[config.mk]
export PLATFORM = sky130hd
export DESIGN_NAME = note_scheduler
export DESIGN_NICKNAME = d
export VERILOG_FILES = /design/src/rtl/note_scheduler_pkg.sv /design/src/rtl/note_div_rom.sv /design/src/rtl/note_scheduler.sv
export SDC_FILE = /design/constraint.sdc
export NUM_CORES = 1
export LEC_CHECK = 0
export BUFFER_PORTS_ARGS = -buffer_cell sky130_fd_sc_hd__buf_2
export CAP_MARGIN = 10
export CORE_ASPECT_RATIO = 1.75
export CORE_UTILIZATION = 35
export DETAILED_ROUTE_END_ITERATION = 10
export GPL_TIMING_DRIVEN = 0
export PLACE_DENSITY = 0.56
export SYNTH_ARGS = -nofsm -noshare
export SYNTH_HDL_FRONTEND = slang
export SYNTH_SLANG_ARGS = --single-unit
[constraint.sdc]
create_clock -name clk -period 3.1 [get_ports clk]
set_input_delay 0.62 -clock clk [delete_from_list [all_inputs] [get_ports clk]]
set_output_delay 0.62 -clock clk [all_outputs]
set_load 0.005 [all_outputs]
[src/rtl/note_scheduler_pkg.sv]
// Shared types and tables for the note scheduler: FSM states, note codes,
// song length and the tone frequency tables that the divider ROM is built from.
package note_scheduler_pkg;

   typedef enum logic [1:0] {
      IDLE   = 2'd0,
      SONG   = 2'd1,
      MANUAL = 2'd2
   } state_e;

   localparam logic [2:0]  NOTE_NONE  = 3'd7;
   localparam int unsigned NOTE_COUNT = 7;
   localparam int unsigned SONG_LEN   = 11;

   // Manual notes A..G in Hz
   localparam int unsigned MAN_FREQ [NOTE_COUNT] = '{220, 247, 261, 294, 330, 349, 392};

   // Song melody, one frequency per step, in Hz
   localparam int unsigned SONG_FREQ [SONG_LEN] =
      '{277, 554, 415, 370, 740, 415, 698, 415, 311, 370, 277};

   // Half-period in clock cycles for a square wave at freqHz
   function automatic logic [31:0] halfPeriod(input int unsigned clkHz, input int unsigned freqHz);
      return 32'(clkHz / (2 * freqHz));
   endfunction

endpackage

[src/rtl/note_div_rom.sv]
// Combinational divider lookup shared by song playback and manual strums.
// The tables are elaborated to constants, so no runtime divider is built.
module note_div_rom
   import note_scheduler_pkg::*;
#(
   parameter int unsigned CLK_HZ = 50000000
) (
   input  logic        manSel_i,
   input  logic [3:0]  index_i,
   output logic [31:0] div_o
);

   logic [31:0] manTable  [8];
   logic [31:0] songTable [16];

   for (genvar i = 0; i < 8; i++) begin : gMan
      if (i < NOTE_COUNT) begin : gNote
         assign manTable[i] = halfPeriod(CLK_HZ, MAN_FREQ[i]);
      end else begin : gNone
         assign manTable[i] = '0;
      end
   end

   for (genvar i = 0; i < 16; i++) begin : gSong
      if (i < SONG_LEN) begin : gStep
         assign songTable[i] = halfPeriod(CLK_HZ, SONG_FREQ[i]);
      end else begin : gUnused
         assign songTable[i] = '0;
      end
   end

   // Pick the manual table when a strum is being served, else the song table
   always_comb begin
      div_o = '0;
      if (manSel_i) begin
         div_o = manTable[index_i[2:0]];
      end else begin
         div_o = songTable[index_i];
      end
   end

endmodule

[src/rtl/note_scheduler.sv]
// Arbitrates the tone generator between a looping song and manual strums.
// A strum preempts the song; the song's step and note counter freeze while
// the manual note is held and resume where they left off afterwards.
module note_scheduler
   import note_scheduler_pkg::*;
#(
   parameter int unsigned CLK_HZ     = 50000000,
   parameter int unsigned NOTE_TICKS = 12500000,
   parameter int unsigned HOLD_TICKS = 25000000
) (
   input  logic        clk,
   input  logic        reset,
   input  logic        play_toggle,
   input  logic        strum,
   input  logic [2:0]  note_sel,
   output logic [31:0] divider,
   output logic        tone_en,
   output logic        grant_manual,
   output logic        song_active,
   output logic [3:0]  step
);

   state_e      state_q, state_d;
   logic        songActive_q, songActive_d;
   logic [3:0]  step_q, step_d;
   logic [31:0] noteCnt_q, noteCnt_d;
   logic [31:0] holdCnt_q, holdCnt_d;
   logic [31:0] divider_q, divider_d;
   logic        toneEn_q, toneEn_d;
   logic        grantManual_q, grantManual_d;

   logic        strumGo;
   logic        strumEnd;
   logic [3:0]  romIndex;
   logic [31:0] romDiv;

   assign strumGo  = strum && (note_sel != NOTE_NONE);
   assign strumEnd = strum && (note_sel == NOTE_NONE) && (state_q == MANUAL);
   assign romIndex = strumGo ? {1'b0, note_sel} : step_d;

   note_div_rom #(
      .CLK_HZ (CLK_HZ)
   ) uRom (
      .manSel_i (strumGo),
      .index_i  (romIndex),
      .div_o    (romDiv)
   );

   // Next state: the play toggle is applied first, then a strum decides the final state
   always_comb begin
      state_d      = state_q;
      songActive_d = songActive_q;
      step_d       = step_q;
      noteCnt_d    = noteCnt_q;
      holdCnt_d    = holdCnt_q;

      unique case (state_q)
         IDLE: begin
            if (play_toggle) begin
               state_d      = SONG;
               songActive_d = 1'b1;
               step_d       = '0;
               noteCnt_d    = '0;
            end
         end
         SONG: begin
            if (play_toggle) begin
               state_d      = IDLE;
               songActive_d = 1'b0;
               step_d       = '0;
               noteCnt_d    = '0;
            end else if (!strumGo) begin
               if (noteCnt_q == NOTE_TICKS - 1) begin
                  noteCnt_d = '0;
                  step_d    = (step_q == 4'(SONG_LEN - 1)) ? 4'd0 : step_q + 4'd1;
               end else begin
                  noteCnt_d = noteCnt_q + 32'd1;
               end
            end
         end
         MANUAL: begin
            if (play_toggle) begin
               songActive_d = !songActive_q;
               if (songActive_q) begin
                  step_d    = '0;
                  noteCnt_d = '0;
               end
            end
            if (holdCnt_q == '0) begin
               state_d   = songActive_d ? SONG : IDLE;
               holdCnt_d = '0;
            end else begin
               holdCnt_d = holdCnt_q - 32'd1;
            end
         end
         default: begin
            state_d = IDLE;
         end
      endcase

      if (strumGo) begin
         state_d   = MANUAL;
         holdCnt_d = HOLD_TICKS - 1;
      end else if (strumEnd) begin
         state_d   = songActive_d ? SONG : IDLE;
         holdCnt_d = '0;
      end
   end

   // Output values for the next cycle, derived from the state being entered
   always_comb begin
      divider_d     = '0;
      toneEn_d      = (state_d != IDLE);
      grantManual_d = (state_d == MANUAL);
      unique case (state_d)
         IDLE:    divider_d = '0;
         SONG:    divider_d = romDiv;
         MANUAL:  divider_d = strumGo ? romDiv : divider_q;
         default: divider_d = '0;
      endcase
   end

   // State and output registers; reset abandons any note in flight
   always_ff @(posedge clk) begin
      if (reset) begin
         state_q       <= IDLE;
         songActive_q  <= 1'b0;
         step_q        <= '0;
         noteCnt_q     <= '0;
         holdCnt_q     <= '0;
         divider_q     <= '0;
         toneEn_q      <= 1'b0;
         grantManual_q <= 1'b0;
      end else begin
         state_q       <= state_d;
         songActive_q  <= songActive_d;
         step_q        <= step_d;
         noteCnt_q     <= noteCnt_d;
         holdCnt_q     <= holdCnt_d;
         divider_q     <= divider_d;
         toneEn_q      <= toneEn_d;
         grantManual_q <= grantManual_d;
      end
   end

   assign divider      = divider_q;
   assign tone_en      = toneEn_q;
   assign grant_manual = grantManual_q;
   assign song_active  = songActive_q;
   assign step         = step_q;

endmodule

* After elaboration in Yosys (flattened, before gate mapping)
Memory sizes are Yosys's and may differ from the RTL's. Index checks and enable logic that the tools add are counted.
Word-level totals: output and inout bits 39, ROM bits 768, word-level logic and storage cells 82, memories kept 2, register bits after elaboration 105, input port bits 7
Memories:
- (name not given) | words 16, width 32, rd ports 1, clocked after memory_dff 0, wr ports 0, RTL line note_div_rom.sv:38 | div_o = songTable[index_i];
- (name not given) | words 8, width 32, rd ports 1, clocked after memory_dff 0, wr ports 0, RTL line note_div_rom.sv:36 | div_o = manTable[index_i[2:0]];
Cells by class: reduce and logical (&&, ||, !) cells 11, mux-type cells 40, bitwise gates (word level) 2, magnitude comparators 2, eq/ne operators 13, $add $sub $neg 3
Operators with widths (number):
- $mux W32 | 13
- $pmux W32 S3 | 1
- $mux W25 | 3
- $pmux W32 S2 | 1
- $add A32 B1 Y32 const B | 1
- $eq A32 B24 Y1 const B | 1
- $logic_not A32 Y1 | 1
- $mux W4 | 8
- $sub A32 B1 Y32 const B | 1
- $pmux W4 S3 | 1
- $mux W2 | 5
- $mux W1 | 6
- $ne A2 B2 Y1 const B | 3
- $ne A3 B3 Y1 const B | 2
- $pmux W2 S3 | 1
- $reduce_bool A3 Y1 | 2
- $ge A5 B5 Y1 const B | 1
- $not A4 Y5 | 1
- $reduce_and A5 Y1 | 1
- $add A4 B1 Y4 const B | 1
- $eq A2 B1 Y1 const B | 2
- $eq A2 B2 Y1 const B | 2
- $eq A4 B4 Y1 const B | 1
- $ge A4 B4 Y1 const B | 1
- 9 further kinds | 11

* Longest topological paths before layout
depth after elaboration 14, gate-level depth with buffers 14, depth with buffers taken out 13

* Hierarchy
Synthesis repeated with hierarchy kept, for this count alone.
Second synthesis, totals: cells, all modules 781, area total of the unflattened synthesis 6278.5 um^2
By module, submodules not included:
- note_scheduler | seq. area each 2102.0 um^2, cells each 663, instances 1, area each 5432.7 um^2
- note_div_rom | seq. area each 0.0 um^2, cells each 118, instances 1, area each 845.8 um^2

* Least setup slack after synthesis
Ideal clock, no wire load.
path type register to register, start point reg holdCnt_q[16], end point reg divider_q[0], in the netlist divider[0], setup slack -0.326 ns, data required time 3.042 ns, library setup time 0.058 ns, arrival time 3.368 ns, stages on the path, launching flop included 14, buffers on the path 1, clock period less this slack 3.426 ns, path through dfxtp_1 > or4_4 > or4_4 > nor2_2 > a41o_1 > buf_6 > nand3_1 > a21oi_1 > o21ai_0 > ha_1 > a21oi_1 > nand2_1 > a2111oi_0 > a211o_1
On the way: word-level cells in the longest chain between the ends 7, elaborated cells between the ends (all ways) 9, classes of those cells eq/ne: 3; mux: 5; reduce/logical: 1
Ends and longest elaborated chain:
- from (decl) | RTL line note_scheduler.sv:27 | logic [31:0] holdCnt_q, holdCnt_d;
- from (signal assigned) | RTL line note_scheduler.sv:139 | holdCnt_q <= holdCnt_d;
- $logic_not A32 Y1 (*) | RTL line note_scheduler.sv:89 | if (holdCnt_q == '0) begin
- $mux W2 (*) | RTL line note_scheduler.sv:89
- $pmux W2 S3 (*) | RTL line note_scheduler.sv:57 | unique case (state_q)
- $mux W2 (*) | RTL line note_scheduler.sv:104 | end else if (strumEnd) begin
- $mux W2 (*) | RTL line note_scheduler.sv:101 | if (strumGo) begin
- $eq A2 B2 Y1 / $eq A2 B1 Y1 (equally long branches) | RTL line note_scheduler.sv:115 | unique case (state_d)
- $pmux W32 S2 / $ne A2 B1 Y1 (equally long branches)
- to (signal assigned) | RTL line note_scheduler.sv:140 | divider_q <= divider_d;
- to (decl) | RTL line note_scheduler.sv:28 | logic [31:0] divider_q, divider_d;
Every way passes the cells marked *; elsewhere a longest branch is shown, timed or not. A chain may end at the register's enable or synchronous reset.

* Final worst setup path
start point reg holdCnt_q[16], end point reg divider_q[10], in the netlist divider[10]
On the way: word-level cells in the longest chain between the ends 7, elaborated cells between the ends (all ways) 9, classes of those cells eq/ne: 3; mux: 5; reduce/logical: 1
Ends and longest elaborated chain:
- $logic_not A32 Y1 (*) | RTL line note_scheduler.sv:89
- $mux W2 (*) | RTL line note_scheduler.sv:89
- $pmux W2 S3 (*) | RTL line note_scheduler.sv:57
- $mux W2 (*) | RTL line note_scheduler.sv:104
- $mux W2 (*) | RTL line note_scheduler.sv:101
- $eq A2 B2 Y1 (*)
- via grantManual_d | RTL line note_scheduler.sv:30 | logic grantManual_q, grantManual_d;
- $pmux W32 S2 / $ne A2 B1 Y1 (equally long branches)
Mark *: on every way through the listed nets, which the timed path passes. The rest lies on a longest branch.

==> results.sh <==
export IMPL_netlist_instances=656
export IMPL_die_h_um=166
export IMPL_synth_distinct_cells=72
export IMPL_design_area_um2=6650
export IMPL_synth_xor_area_share=0.0687
export IMPL_antenna_found_initial=0
export IMPL_final_cell_mix="nor2_1 (93), dfxtp_1 (84), buf_4 (53), nand2_1 (45), a21oi_1 (33)"
export IMPL_start_util=0.359
export IMPL_synth_simple_gate_area_share=0.289
export IMPL_period_share=1.01
export IMPL_cts_max_path_buffers=2
export IMPL_crit_required_ns=3.34
export IMPL_final_nets=774
export IMPL_hold_violations=0
export IMPL_leakage_nw=2.58
export IMPL_grt_max_degree=16
export IMPL_final_fill_count=1521
export IMPL_power_density_nw_per_um2=428
export IMPL_synth_compound_area_frac=0.164
export IMPL_tightestPinTransition_ns=0.917
export IMPL_crit_end="divider[10]"
export IMPL_cts_sinks=90
export IMPL_yosysWarnings=0
export IMPL_synth_seq_cells=90
export IMPL_synthAdderAreaFrac=0.0491
export IMPL_cts_tree="built"
export IMPL_clock_latency_ns=0.34
export IMPL_first_pass_iters=5
export IMPL_relSlewSlack=0.384
export IMPL_areaGrowthSynthToFinish_pct=24.2
export IMPL_status="finished with violations"
export IMPL_wl_per_cell_um=17.1
export IMPL_overflow=0
export IMPL_r2r_end="divider[10]"
export IMPL_hold_class="register to register"
export IMPL_ys_flop_type="dfxtp_1"
export IMPL_irDropWorstVdd_mv=0.325
export IMPL_drv_slew=0
export IMPL_synth_top_family_by_area="simple AND/OR/NAND/NOR gates"
export IMPL_muxShareOfSynthArea=0.0276
export IMPL_r2r_cells=13
export IMPL_crit_start="holdCnt_q[16]"
export IMPL_drc=0
export IMPL_timing_fmax_ghz=0.319
export IMPL_fin_worst_skew_ns=0.0122
export IMPL_port_buffer_count=27
export IMPL_cap_violations=0
export IMPL_utilization=0.446
export IMPL_antenna_cells=0
export IMPL_numCtsBuffers=9
export IMPL_place_gp_congestion=0.927
export IMPL_dpl_cell_area_um2=5820
export IMPL_syn_area_per_cell_um2=8.16
export IMPL_ios=46
export IMPL_min_period_ns=3.13
export IMPL_violations="setup timing"
export IMPL_ctsHoldBuffers=0
export IMPL_core_area_um2=14900
export IMPL_cp_arrival_ns=3.37
export IMPL_dp_hpwl_um=11400
export IMPL_root_buffer="clkbuf_16"
export IMPL_synth_enable_flop_cells=0
export IMPL_setup_ws_ns=-0.0347
export IMPL_seq_area_frac_synth=0.337
export IMPL_ant_nets=0
export IMPL_vias_per_cell=5.56
export IMPL_worstSetupPathType="register to register"
export IMPL_setup_viol=8
export IMPL_synthDominantCellAreaShare=0.337
export IMPL_cp_end_kind="register"
export IMPL_grt_pass1_wl_um=25400
export IMPL_critPathLaunchType="register"
export IMPL_grt_use_total=0.205
export IMPL_htree_levels=3
export IMPL_r2r_setup_slack_ns=-0.03
export IMPL_crit_fanout=5
export IMPL_timing_hold_ws_ns=0.466
export IMPL_routed_wl_um=15900
export IMPL_grt_pass1_vias=5131
export IMPL_grt_setup_unrepaired="true"
export IMPL_place_ws_ns=-0.900
export IMPL_first_iter_violations=183
export IMPL_die_area_um2=15800
export IMPL_synthTopCellsByArea="dfxtp_1 (34%), nor2_1 (6.7%), ha_1 (4.9%)"
export IMPL_async_flop_share=0
export IMPL_die_width_um=95.5
export IMPL_clk_pin_slew_ns=0.07
export IMPL_layout_commonest_cell="nor2_1"
export IMPL_drive_gt1_frac=0.253
export IMPL_vias=5187
export IMPL_r2r_start="holdCnt_q[16]"
export IMPL_num_rows=59
export IMPL_syn_cell_area_um2=5350
export IMPL_synth_top_area_cell="dfxtp_1"
## critical path, stage by stage, from the launching register on
cell	delay [ns]
dfxtp_2	0.32
or4_4	0.53
or4_4	0.46
nor2_4	0.13
a41o_1	0.19
buf_6	0.12
nand3_2	0.06
a21oi_2	0.17
o21ai_2	0.10
ha_4	0.23
nand2b_4	0.15
o221ai_4	0.19
nand2b_4	0.10
a2111oi_2	0.29
## worst min path at each step
stage	startpoint	to	slack [ns]	cells past startpoint
2_1_floorplan	noteCnt_q[1]	noteCnt_q[1]	0.44	2
3_3_place_gp	divider[14]	divider[14]	0.44	2
3_5_place_dp	divider[0]	divider[0]	0.45	1
4_1_cts	divider[0]	divider[0]	0.46	1
5_1_grt	divider[0]	divider[0]	0.48	1
6_report	divider[12]	divider[12]	0.47	1
## Yosys cell counts (6+ instances only)
master,count
nor3_1,22
xor2_1,23
or3_1,13
nand3_1,26
clkbuf_1,21
nor2_1,95
a31oi_1,12
nand2b_1,10
buf_4,18
mux2i_1,8
inv_1,20
a211oi_1,6
dfxtp_1,90
nor4_1,6
o21ai_0,23
nand4_1,15
nand2_1,47
ha_1,21
nor2b_1,6
and3_1,7
xnor2_1,19
a21oi_1,40
## sequential cells by signal, summed over array words and instances (netlist names)
name          flops
divider          17
grant_manual      1
holdCnt_q        32
noteCnt_q        32
song_active       1
state_q           2
step              4
tone_en           1
## cell type report
class | instances | area (um^2) | share of cell area
Buffer | 46 | 272 | 0.0408
Clock buffer | 9 | 225 | 0.0339
Clock inverter | 6 | 43.8 | 0.00658
Inverter | 21 | 81.3 | 0.0122
Multi-Input combinational cell | 513 | 3560 | 0.535
Sequential cell | 90 | 1810 | 0.272
Tap cell | 183 | 229 | 0.0344
Timing Repair Buffer | 65 | 435 | 0.0655
## where the power goes
part | internal, mW | switching, mW
combinational | 0.248 | 0.337
sequential | 1.21 | 0.0336
clock | 0.542 | 0.482
## layer usage
layer	track usage	vias to the layer above	wire length (um)
met5	0	-	0
met4	0.121	0	800
met3	0.0326	53	481
met2	0.371	139	8500
met1	0.215	2497	6150
li1	-	2498	-
## repair_timing
action | in CTS | in global routing
resized for setup | 43 | 25
buffers inserted | 29 | 12
gates cloned | 1 | 0
setup endpoints to repair | 18 | 18
pin swaps | 16 | 10
## cells by family after synthesis
group	count (synthesis)
xor gates and xnor gates	42
AOI/OAI and AO/OA	131
DFF	90
muxes	12
buffers and inverters	68
other	1
and+or+nand+nor	291
adders and majority gates	21
## metrics by stage
| stage | cells | power, mW | TNS [ns] |
|---|---|---|---|
| floorplan | 670 | 1.58 | -0.245 |
| global placement | 880 | 1.71 | -13.72 |
| detailed placement | 880 | 1.72 | -13.83 |
| CTS | 923 | 2.84 | -0.408 |
| global route | 933 | 2.97 | -1.37 |
| finish | 933 | 2.85 | -0.161 |
No activity file was read; power rests on OpenSTA's default activity.
